`config.mk`:
```
export PLATFORM = sky130hd
export DESIGN_NAME = list_packer_flat
export DESIGN_NICKNAME = d
export VERILOG_FILES = /design/src/rtl/list_packer_if.sv /design/src/rtl/list_packer.sv /design/src/flat_wrapper.sv
export SDC_FILE = /design/constraint.sdc
export NUM_CORES = 1
export LEC_CHECK = 0
export BUFFER_PORTS_ARGS = -buffer_cell sky130_fd_sc_hd__buf_2
export CAP_MARGIN = 20
export CORE_ASPECT_RATIO = 2
export CORE_MARGIN = 10
export CORE_UTILIZATION = 50
export CTS_BUF_LIST = sky130_fd_sc_hd__clkbuf_4
export DETAILED_ROUTE_END_ITERATION = 12
export PLACE_DENSITY = 0.79
export SLEW_MARGIN = 0
export SYNTH_ARGS = -nofsm -noshare
export SYNTH_HDL_FRONTEND = slang
export SYNTH_SLANG_ARGS = --single-unit
```
`constraint.sdc`:
```
create_clock -name CLK -period 2.95 [get_ports CLK]
set_clock_uncertainty 0.2 [all_clocks]
set_input_delay 0.1475 -clock CLK [delete_from_list [all_inputs] [get_ports CLK]]
set_output_delay 0.1475 -clock CLK [all_outputs]
set_load 0.005 [all_outputs]
```
`src/rtl/list_packer_if.sv`:
```
// Word-in / packet-out handshake bundle for list_packer.
interface list_packer_if #(parameter int DW = 32);
    logic [DW-1:0]       IN;
    logic                i_last;
    logic                i_valid;
    logic                o_ready;
    logic [3:0][DW-1:0]  OUT;
    logic                o_valid;
    logic                i_ready;

    modport master (output IN, i_last, i_valid, i_ready, input o_ready, OUT, o_valid);
    modport slave  (input IN, i_last, i_valid, i_ready, output o_ready, OUT, o_valid);
endinterface

```
`src/rtl/list_packer.sv`:
```
// Packs a serial word stream into 4-word packets (toggling header + up to 3 data words).
// Optional idle-flush of partial packets under LIST_PACKER_TIMEOUT_EN.
module list_packer #(
    parameter int DW      = 32,
    parameter int TIMEOUT = 16
) (
    input  logic         CLK,
    input  logic         RESET,
    list_packer_if.slave bus
);
    typedef enum logic {FILL, FULL} state_t;

    state_t               state, state_nx;
    logic [2:0][DW-1:0]   asm_w;
    logic [2:0][DW-1:0]   words;
    logic [1:0]           cnt;
    logic                 tog;
    logic                 acc, slot, close, load, tmo;
    logic [1:0]           n;
    logic [3:0][DW-1:0]   pkt;

    assign bus.o_ready = (state == FILL);

`ifdef LIST_PACKER_TIMEOUT_EN
    logic [15:0] tmr;

    // Close on the idle edge that brings the count to TIMEOUT.
    assign tmo = (state == FILL) && (cnt != 2'd0) && !acc && (tmr == 16'(TIMEOUT - 1));

    always_ff @(posedge CLK) begin
        if (RESET || acc || close)
            tmr <= '0;
        else if (state == FILL && cnt != 2'd0)
            tmr <= tmr + 16'd1;
    end
`else
    assign tmo = 1'b0;
`endif

    always_comb begin
        acc      = bus.i_valid && (state == FILL);
        slot     = !bus.o_valid || bus.i_ready;
        close    = (acc && (cnt == 2'd2 || bus.i_last)) || tmo;
        state_nx = state;
        load     = 1'b0;
        n        = cnt;
        // The closing word goes straight into the packet, not via asm_w.
        words    = asm_w;
        if (acc)
            words[cnt] = bus.IN;
        case (state)
            FILL: begin
                if (close) begin
                    n = acc ? 2'(cnt + 2'd1) : cnt;
                    if (slot) load = 1'b1;
                    else      state_nx = FULL;
                end
            end
            FULL: begin
                if (slot) begin
                    load     = 1'b1;
                    state_nx = FILL;
                end
            end
            default: state_nx = FILL;
        endcase
        pkt       = '0;
        pkt[0][2:0] = {n, tog};
        for (int k = 1; k < 4; k++)
            pkt[k] = (k <= int'(n)) ? words[k-1] : '0;
    end

    always_ff @(posedge CLK) begin
        if (RESET) begin
            state       <= FILL;
            asm_w       <= '0;
            cnt         <= '0;
            tog         <= 1'b0;
            bus.OUT     <= '0;
            bus.o_valid <= 1'b0;
        end else begin
            state <= state_nx;
            if (acc)
                asm_w <= words;
            if (load) begin
                bus.OUT     <= pkt;
                bus.o_valid <= 1'b1;
                tog         <= ~tog;
                cnt         <= '0;
            end else begin
                if (bus.i_ready)
                    bus.o_valid <= 1'b0;
                // In FULL, cnt holds the data-word count of the parked packet.
                if (close)
                    cnt <= n;
                else if (acc)
                    cnt <= cnt + 2'd1;
            end
        end
    end
endmodule

```
`src/flat_wrapper.sv`:
```
// flat-port wrapper written by rule: the top's interface ports become plain ports
module list_packer_flat 
#(
    parameter int DW      = 32,
    parameter int TIMEOUT = 16
)
  (CLK, RESET, bus_IN, bus_i_last, bus_i_valid, bus_i_ready, bus_o_ready, bus_OUT, bus_o_valid);
  list_packer_if #(.DW(DW)) bus_i ();
  input  logic CLK;
  input  logic RESET;
  input wire logic [$bits(bus_i.IN)-1:0] bus_IN;
  input wire logic [$bits(bus_i.i_last)-1:0] bus_i_last;
  input wire logic [$bits(bus_i.i_valid)-1:0] bus_i_valid;
  input wire logic [$bits(bus_i.i_ready)-1:0] bus_i_ready;
  output wire logic [$bits(bus_i.o_ready)-1:0] bus_o_ready;
  output wire logic [$bits(bus_i.OUT)-1:0] bus_OUT;
  output wire logic [$bits(bus_i.o_valid)-1:0] bus_o_valid;
  assign bus_i.IN = bus_IN;
  assign bus_i.i_last = bus_i_last;
  assign bus_i.i_valid = bus_i_valid;
  assign bus_i.i_ready = bus_i_ready;
  assign bus_o_ready = bus_i.o_ready;
  assign bus_OUT = bus_i.OUT;
  assign bus_o_valid = bus_i.o_valid;
  list_packer #(.DW(DW), .TIMEOUT(TIMEOUT)) u_core (.CLK(CLK), .RESET(RESET), .bus(bus_i));
endmodule
```
# ---- After elaboration in Yosys (flattened, before gate mapping)
# Cells that the tools add are included.
# W data, S select, Z words.
dict set report op_classes {
  n_addsub 1
  magnitude_cmp 5
  eq_ne 1
  mux 19
  bitwise 2
  reduce_logical 8
}
# operator n
set op_table {}
lappend op_table {{$mux W32} 4}
lappend op_table {{$bwmux W96} 1}
lappend op_table {{$mux W96} 1}
lappend op_table {{$demux W32 S2} 1}
lappend op_table {{$mux W2} 4}
lappend op_table {{$mux W1} 6}
lappend op_table {{$le A2 B2 Y1 const A} 2}
lappend op_table {{$pmux W1 S2} 2}
lappend op_table {{$logic_and A1 B1 Y1} 3}
lappend op_table {{$lt A2 B3 Y1 const B} 1}
lappend op_table {{$add A2 B1 Y2 const B} 1}
lappend op_table {{$eq A2 B2 Y1 const B} 1}
lappend op_table {{$ge A2 B1 Y1 const B} 1}
lappend op_table {{$le A1 B2 Y1 const A} 1}
lappend op_table {{$logic_or A1 B1 Y1} 2}
lappend op_table {{$not A1 Y1} 2}
lappend op_table {{$reduce_bool A2 Y1} 1}
lappend op_table {{$reduce_or A2 Y1} 1}
lappend op_table {{$logic_not A1 Y1} 1}
dict set report totals {
  register_bits 200
  in_bits 37
  elab_cells 47
}

# ---- Logic depth before layout (Yosys ltp)
dict set report depth {
  ltp_word 7
  depth_mapped 9
  mapped_depth_nobuf 6
}

# ---- Worst setup path before layout
# Ideal clock, no wire load.
dict set report synth_path {
  path_type {register -> register}
  startpoint {reg u_core.cnt[0]}
  endpoint {reg u_core.bus.OUT[126]}
  setup_ns 0.059
  arrival_time_ns 1.888
  required_time_ns 2.691
  slack_ns 0.803
  stages_incl_launch_ff 10
  cell_sequence {dfxtp_1 inv_1 ha_1 o21a_2 o21ai_4 and2b_1 buf_2 buf_6 buf_6 a22o_1}
}
dict set report synth_via {
  elab_chain_cells 7
  word_cells_on_any_way 18
  classes_between {add/sub (1); order compare (3); eq/ne (1); mux (10); reduce/logical (3)}
}
# item line_no
set synth_rtl {}
lappend synth_rtl {{start: declaration} list_packer.sv:16} ;# logic [1:0] cnt;
lappend synth_rtl {{start signal: assignment} list_packer.sv:95} ;# cnt <= n;
lappend synth_rtl {{start signal: assignment} list_packer.sv:97} ;# cnt <= cnt + 2'd1;
lappend synth_rtl {{$lt A2 B3 Y1 (not written as such), or another cell as far along} list_packer.sv:50} ;# words[cnt] = bus.IN;
lappend synth_rtl {{$logic_and A1 B1 Y1 (not written as such) / $logic_or A1 B1 Y1 (equally long branches)} {list_packer.sv:50, list_packer.sv:43}}
lappend synth_rtl {{$mux W32 (not written as such) / $logic_and A1 B1 Y1 (equally long branches)} {list_packer.sv:50, list_packer.sv:43}}
lappend synth_rtl {{$demux W32 S2 / $mux W2 (equally long branches)} --}
lappend synth_rtl {{$bwmux W96 / $mux W2 (equally long branches)} {list_packer.sv:50, list_packer.sv:51}}
lappend synth_rtl {{$mux W96 / $le A2 B2 Y1 (equally long branches)} {list_packer.sv:49, list_packer.sv:70}}
lappend synth_rtl {{$mux W32} list_packer.sv:70} ;# pkt[k] = (k <= int'(n)) ? words[k-1] : '0;
lappend synth_rtl {{end signal: assignment} list_packer.sv:86} ;# bus.OUT <= pkt;
lappend synth_rtl {{end: declaration} list_packer_if.sv:12} ;# modport slave (input IN, i_last, i_valid, i_ready, output o_ready, OUT, o_valid);
# Several ways; a longest one is shown, not always the timed one.
# A chain may end at the register's enable or synchronous reset.

# ---- Final worst setup path
dict set report layout_path {
  startpoint {reg u_core.cnt[0]}
  endpoint {reg u_core.asm_w[25] (netlist name)}
}
dict set report layout_via {
  elab_chain_cells 6
  word_cells_on_any_way 7
  classes_between {order compare (2); mux (4); reduce/logical (1)}
}
# item line_no
set layout_rtl {}
lappend layout_rtl {{$lt A2 B3 Y1 (not written as such) / $ge A2 B1 Y1 (equally long branches)} list_packer.sv:50}
lappend layout_rtl {{$logic_and A1 B1 Y1 (not written as such)} list_packer.sv:50}
lappend layout_rtl {{$mux W32 (not written as such)} list_packer.sv:50}
lappend layout_rtl {{$demux W32 S2 (*)} --}
lappend layout_rtl {{$bwmux W96 (*)} list_packer.sv:50}
lappend layout_rtl {{$mux W96 (*)} list_packer.sv:49} ;# if (acc)
lappend layout_rtl {{end signal: assignment} list_packer.sv:84} ;# asm_w <= words;
lappend layout_rtl {{end: declaration} list_packer.sv:14} ;# logic [2:0][DW-1:0] asm_w;
# Mark *: on every way between the ends. The rest lies on a longest branch, timed or not.

==> results.md <==
- STA puts the critical path data arrival time at 2880 ps.
- The starting density of the core is roughly half.
- The path class of the tightest hold or removal check is primary input to register.
- STA classifies the critical path startpoint as a register.
- The clock root buffer is sky130_fd_sc_hd__clkbuf_4.
- Sequential cells burn 60.9% of the power.
- The final number of max-transition violations is 0.
- The pin slew with the least headroom to its limit is 847 ps.
- The capturing instance or port of the critical path is u_core.asm_w[25]$_SDFFE_PP0P_.
- Of the total synthesized cell area, the portion taken by full adders, half adders and majority gates is less than 1%.
- The flop and latch count out of synthesis is 200.
- The setup path with the least slack is of type register to register.
- For this run, the number of Yosys warnings is 0.
- The critical path data required time is 3280 ps.
- The netlist area before placement is 6910 sq um.
- Entering global routing, the biggest net connects 71 pins.
- Setup repair after global routing left no endpoint under its margin.
- Setup slack closes at 399 ps.
- The worst register-to-register path has a setup slack of 400 ps.
- After Yosys synthesis, and, or, nand and nor cells account for 12.7% of the synthesized area.
- The run finished with clean final reports.
- The relative contribution of combinational cells to total power is 9.2%.
- The cell internal power dissipation is ~3300 uW.
- The final layout contains routed wiring with a total length of between 15000 and 20000 microns.
- TritonCTS built the clock tree.
- Setup violations remaining at the end of the flow were counted as 0.
- The library cells used most frequently in the layout, excluding fill and tap cells, are sky130_fd_sc_hd__dfxtp_1 (200), sky130_fd_sc_hd__nand2_1 (194), sky130_fd_sc_hd__buf_2 (136).
- The analysis attributes to net switching a power of 1290 uW.
- The maximum resistive drop on vdd is 0.390 mV.
- The region available for standard cell placement spans 13500 sq um.
- The first global-routing pass estimated between 20000 and 30000 microns of wire.
- The layout has 1167 filler cells.
- The part of the cycle the worst path needs is 86.5%.
- Prior to clock tree synthesis, the placed netlist has a worst setup slack of 511 ps.
- The routed design could run at a clock period as short as 2550 ps.
- The via count of the first global-routing pass came to 5512.
- The tool flagged a number of max-cap violations equal to 0.
- The die covers 19200 sq um.
- The area growth from synthesis to layout is 19.2%.
- The initialized floorplan defines 60 standard-cell rows.
- CTS built an H-tree with a depth of 4.
- The violation count after the first detailed-route iteration is between 200 and 300.
- The congestion estimate from routability-driven global placement came to 0.892.
- The number of antenna violations at the first check in global routing came to 1.
- In this run switching power makes up 28.0% of total power.
- The upper clock frequency limit is 392 MHz.
- The startpoint of the most critical register-to-register path is u_core.cnt[0]$_SDFF_PP0_.
- In this run the remaining antenna-violating nets after routing total 0.
- After detailed routing, the average wire length per cell comes to 17.4 microns.
- The post-synthesis instance total is 718.
- The final layout net count is 914.
- The TritonCTS sink count is 200.
- The register area is 4000 sq um.
- The post-DP HPWL is about 13000 microns.
- The relative max-transition margin is a little over two fifths.
- In the routed design, unresolved DRC markers number 0.
- In this run the count of I/O pins placed on the die edge is 167.
- The number of cells on the worst reg-to-reg path is 7.
- The total area of multi-input combinational cells is 2510 sq um.
- By area, the combinational part of the netlist is dominated by compound AO/OA/AOI/OAI gates.
- The aggregate global-route resource usage is 19.0%.
- In this run the worst setup path begins at u_core.cnt[0]$_SDFF_PP0_.
- The xor and xnor fraction of the mapped netlist area is 0.380%.
- After synthesis, the mean cell area works out to 9.62 sq um.
- The synthesized netlist devotes 20.5% of its cell area to compound gates.
- The mux cell area share after synthesis is 0.145%.
- The most common cell after layout, fill and taps aside is sky130_fd_sc_hd__dfxtp_1.
- Dividing total power by cell area gives a power density of 559 nW/um^2.
- The number of hold violations in the final report is 0.
- Before antenna repair, the detailed router went through 5 iterations.
- The number of CTS-inserted buffers is 17.
- The standby leakage power is 0.00353 uW.
- The clock edge transition at the registers on the reported setup and hold paths is 200 ps.
- Of the cells placed in the final design, the portion with a size suffix greater than 1 is 22.1%.
- STA classifies the critical path endpoint as a register.
- In this run, the clock network consumes 29.9% of the power.
- Synthesis instantiated 32 different standard cells from the library.
- The part of the Yosys area used for sequential elements is approximately 58%.
- The number of vias in the routed layout is 5552.
- At the later pin of the worst-skew pair, clock insertion delay measures around 560 ps.
- Of all nets on the critical path, the largest fanout is 21.
- The die span in y is 186 microns.
- Global routing finished with a remaining overflow of 0.
- The floorplan step set the die width to 103 microns.
- The clock passes through at most 2 buffers.
- In this run the critical register-to-register path is captured at u_core.asm_w[25]$_SDFFE_PP0P_.
- The number of vias per cell after detailed routing is 5.32.
- Setup total negative slack on the finished layout was measured at 0 ps.
- The number of buffer cells added on primary ports is 137.
-- worst min path at each step --
stage                           from                             to  cells past startpoint
final                     bus_IN[15]  u_core.asm_w[47]$_SDFFE_PP0P_                      4
after global routing      bus_IN[23]  u_core.asm_w[23]$_SDFFE_PP0P_                      4
after CTS                 bus_IN[29]  u_core.asm_w[61]$_SDFFE_PP0P_                      4
after detailed placement  bus_IN[12]  u_core.asm_w[44]$_SDFFE_PP0P_                      3
after global placement    bus_IN[28]  u_core.asm_w[28]$_SDFFE_PP0P_                      3
after floorplan            bus_IN[0]   u_core.asm_w[0]$_SDFFE_PP0P_                      2
-- cell type report --
| class | count | share of cell area, % |
|---|---|---|
| Clock buffer | 18 | 1.64 |
| Sequential cell | 200 | 48.6 |
| Inverter | 4 | 0.182 |
| Multi-Input combinational cell | 458 | 30.5 |
| Tap cell | 155 | 2.35 |
| Antenna cell | 1 | 0.0304 |
| Timing Repair Buffer | 193 | 15.1 |
| Clock inverter | 14 | 1.63 |
-- timing repair --
action                                  CTS  global route
endpoints found under the setup margin    0             1
gates resized for setup                   0             1
hold buffers                             38             0
endpoints found under the hold margin   200             0
setup buffers                             0             0
-- metrics by stage --
| stage | hold WS (ps) | instance area [sq um] | utilization [%] | total power, uW | cells |
|---|---|---|---|---|---|
| 2_1_floorplan | 101 | 7010 | - | 3140 | 746 |
| 3_3_place_gp | 236 | 7580 | 56.1 | 3240 | 972 |
| 3_5_place_dp | 245 | 7580 | 56.1 | 3250 | 972 |
| 4_1_cts | 131 | 8230 | 60.9 | 4640 | 1042 |
| 5_1_grt | 159 | 8240 | 61.0 | 4800 | 1043 |
| 6_report | 184 | 8240 | 61.0 | 4610 | 1043 |
-- critical path, cell delays in order (launching register included) --
cell,delay (ps)
sky130_fd_sc_hd__dfxtp_1,420
sky130_fd_sc_hd__inv_1,170
sky130_fd_sc_hd__ha_1,180
sky130_fd_sc_hd__and3b_2,470
sky130_fd_sc_hd__buf_4,290
sky130_fd_sc_hd__nand2_1,70
sky130_fd_sc_hd__a21oi_1,160
sky130_fd_sc_hd__dlygate4sd3_1,560
-- cells by family (layout without fill, tap and decap cells) --
family	after synthesis	after routing
XOR/XNOR	3	3
buffers and inverters	88	229
flip-flops	200	200
multiplexers	1	1
other	1	30
AND/OR/NAND/NOR	218	218
adder cells (fa/ha/maj)	3	3
AO/OA/AOI/OAI	204	204
-- cells in the mapped netlist, drive strengths merged --
library cell / n / area share, %
a211oi: 1 / 0.11
a21o: 1 / 0.11
a21oi: 101 / 7.3
a221oi: 1 / 0.22
a22o: 96 / 12
and2b: 1 / 0.11
and3b: 3 / 0.38
buf: 72 / 6.9
clkbuf: 12 / 0.65
conb: 1 / 0.054
dfxtp: 200 / 58
ha: 3 / 0.54
inv: 4 / 0.22
mux2i: 1 / 0.14
nand2: 194 / 11
nand2b: 2 / 0.18
nand3: 1 / 0.072
nand3b: 3 / 0.33
nand4: 1 / 0.091
nor2: 6 / 0.33
nor2b: 2 / 0.29
nor3: 4 / 0.29
o211ai: 1 / 0.11
o21a: 1 / 0.13
o21ai: 2 / 0.31
or2: 1 / 0.091
xnor2: 2 / 0.25
xor2: 1 / 0.13
-- layer usage --
metal	vias up	share of wire (%)	GRT usage, %
li1	2701	-	-
met1	2640	38	20.5
met2	187	54	34.4
met3	24	6.0	4.58
met4	0	1.9	7.16
met5	-	0	0
-- registers in the layout (all words and copies together) (netlist names) --
signal and cells:
u_core.state 1, u_core.tog 1, u_core.cnt 2, u_core.asm_w 96, u_core.bus.o_valid 1, u_core.bus.OUT 99
-- power by group through the flow --
stage / clock network, uW / registers [uW] / logic (uW)
global placement: 0 / 2860 / 376
detailed placement: 0 / 2860 / 382
finish: 1380 / 2810 / 425
global route: 1520 / 2810 / 469
floorplan: 0 / 2860 / 277
CTS: 1410 / 2810 / 423
(Power assumes the default switching activity.)
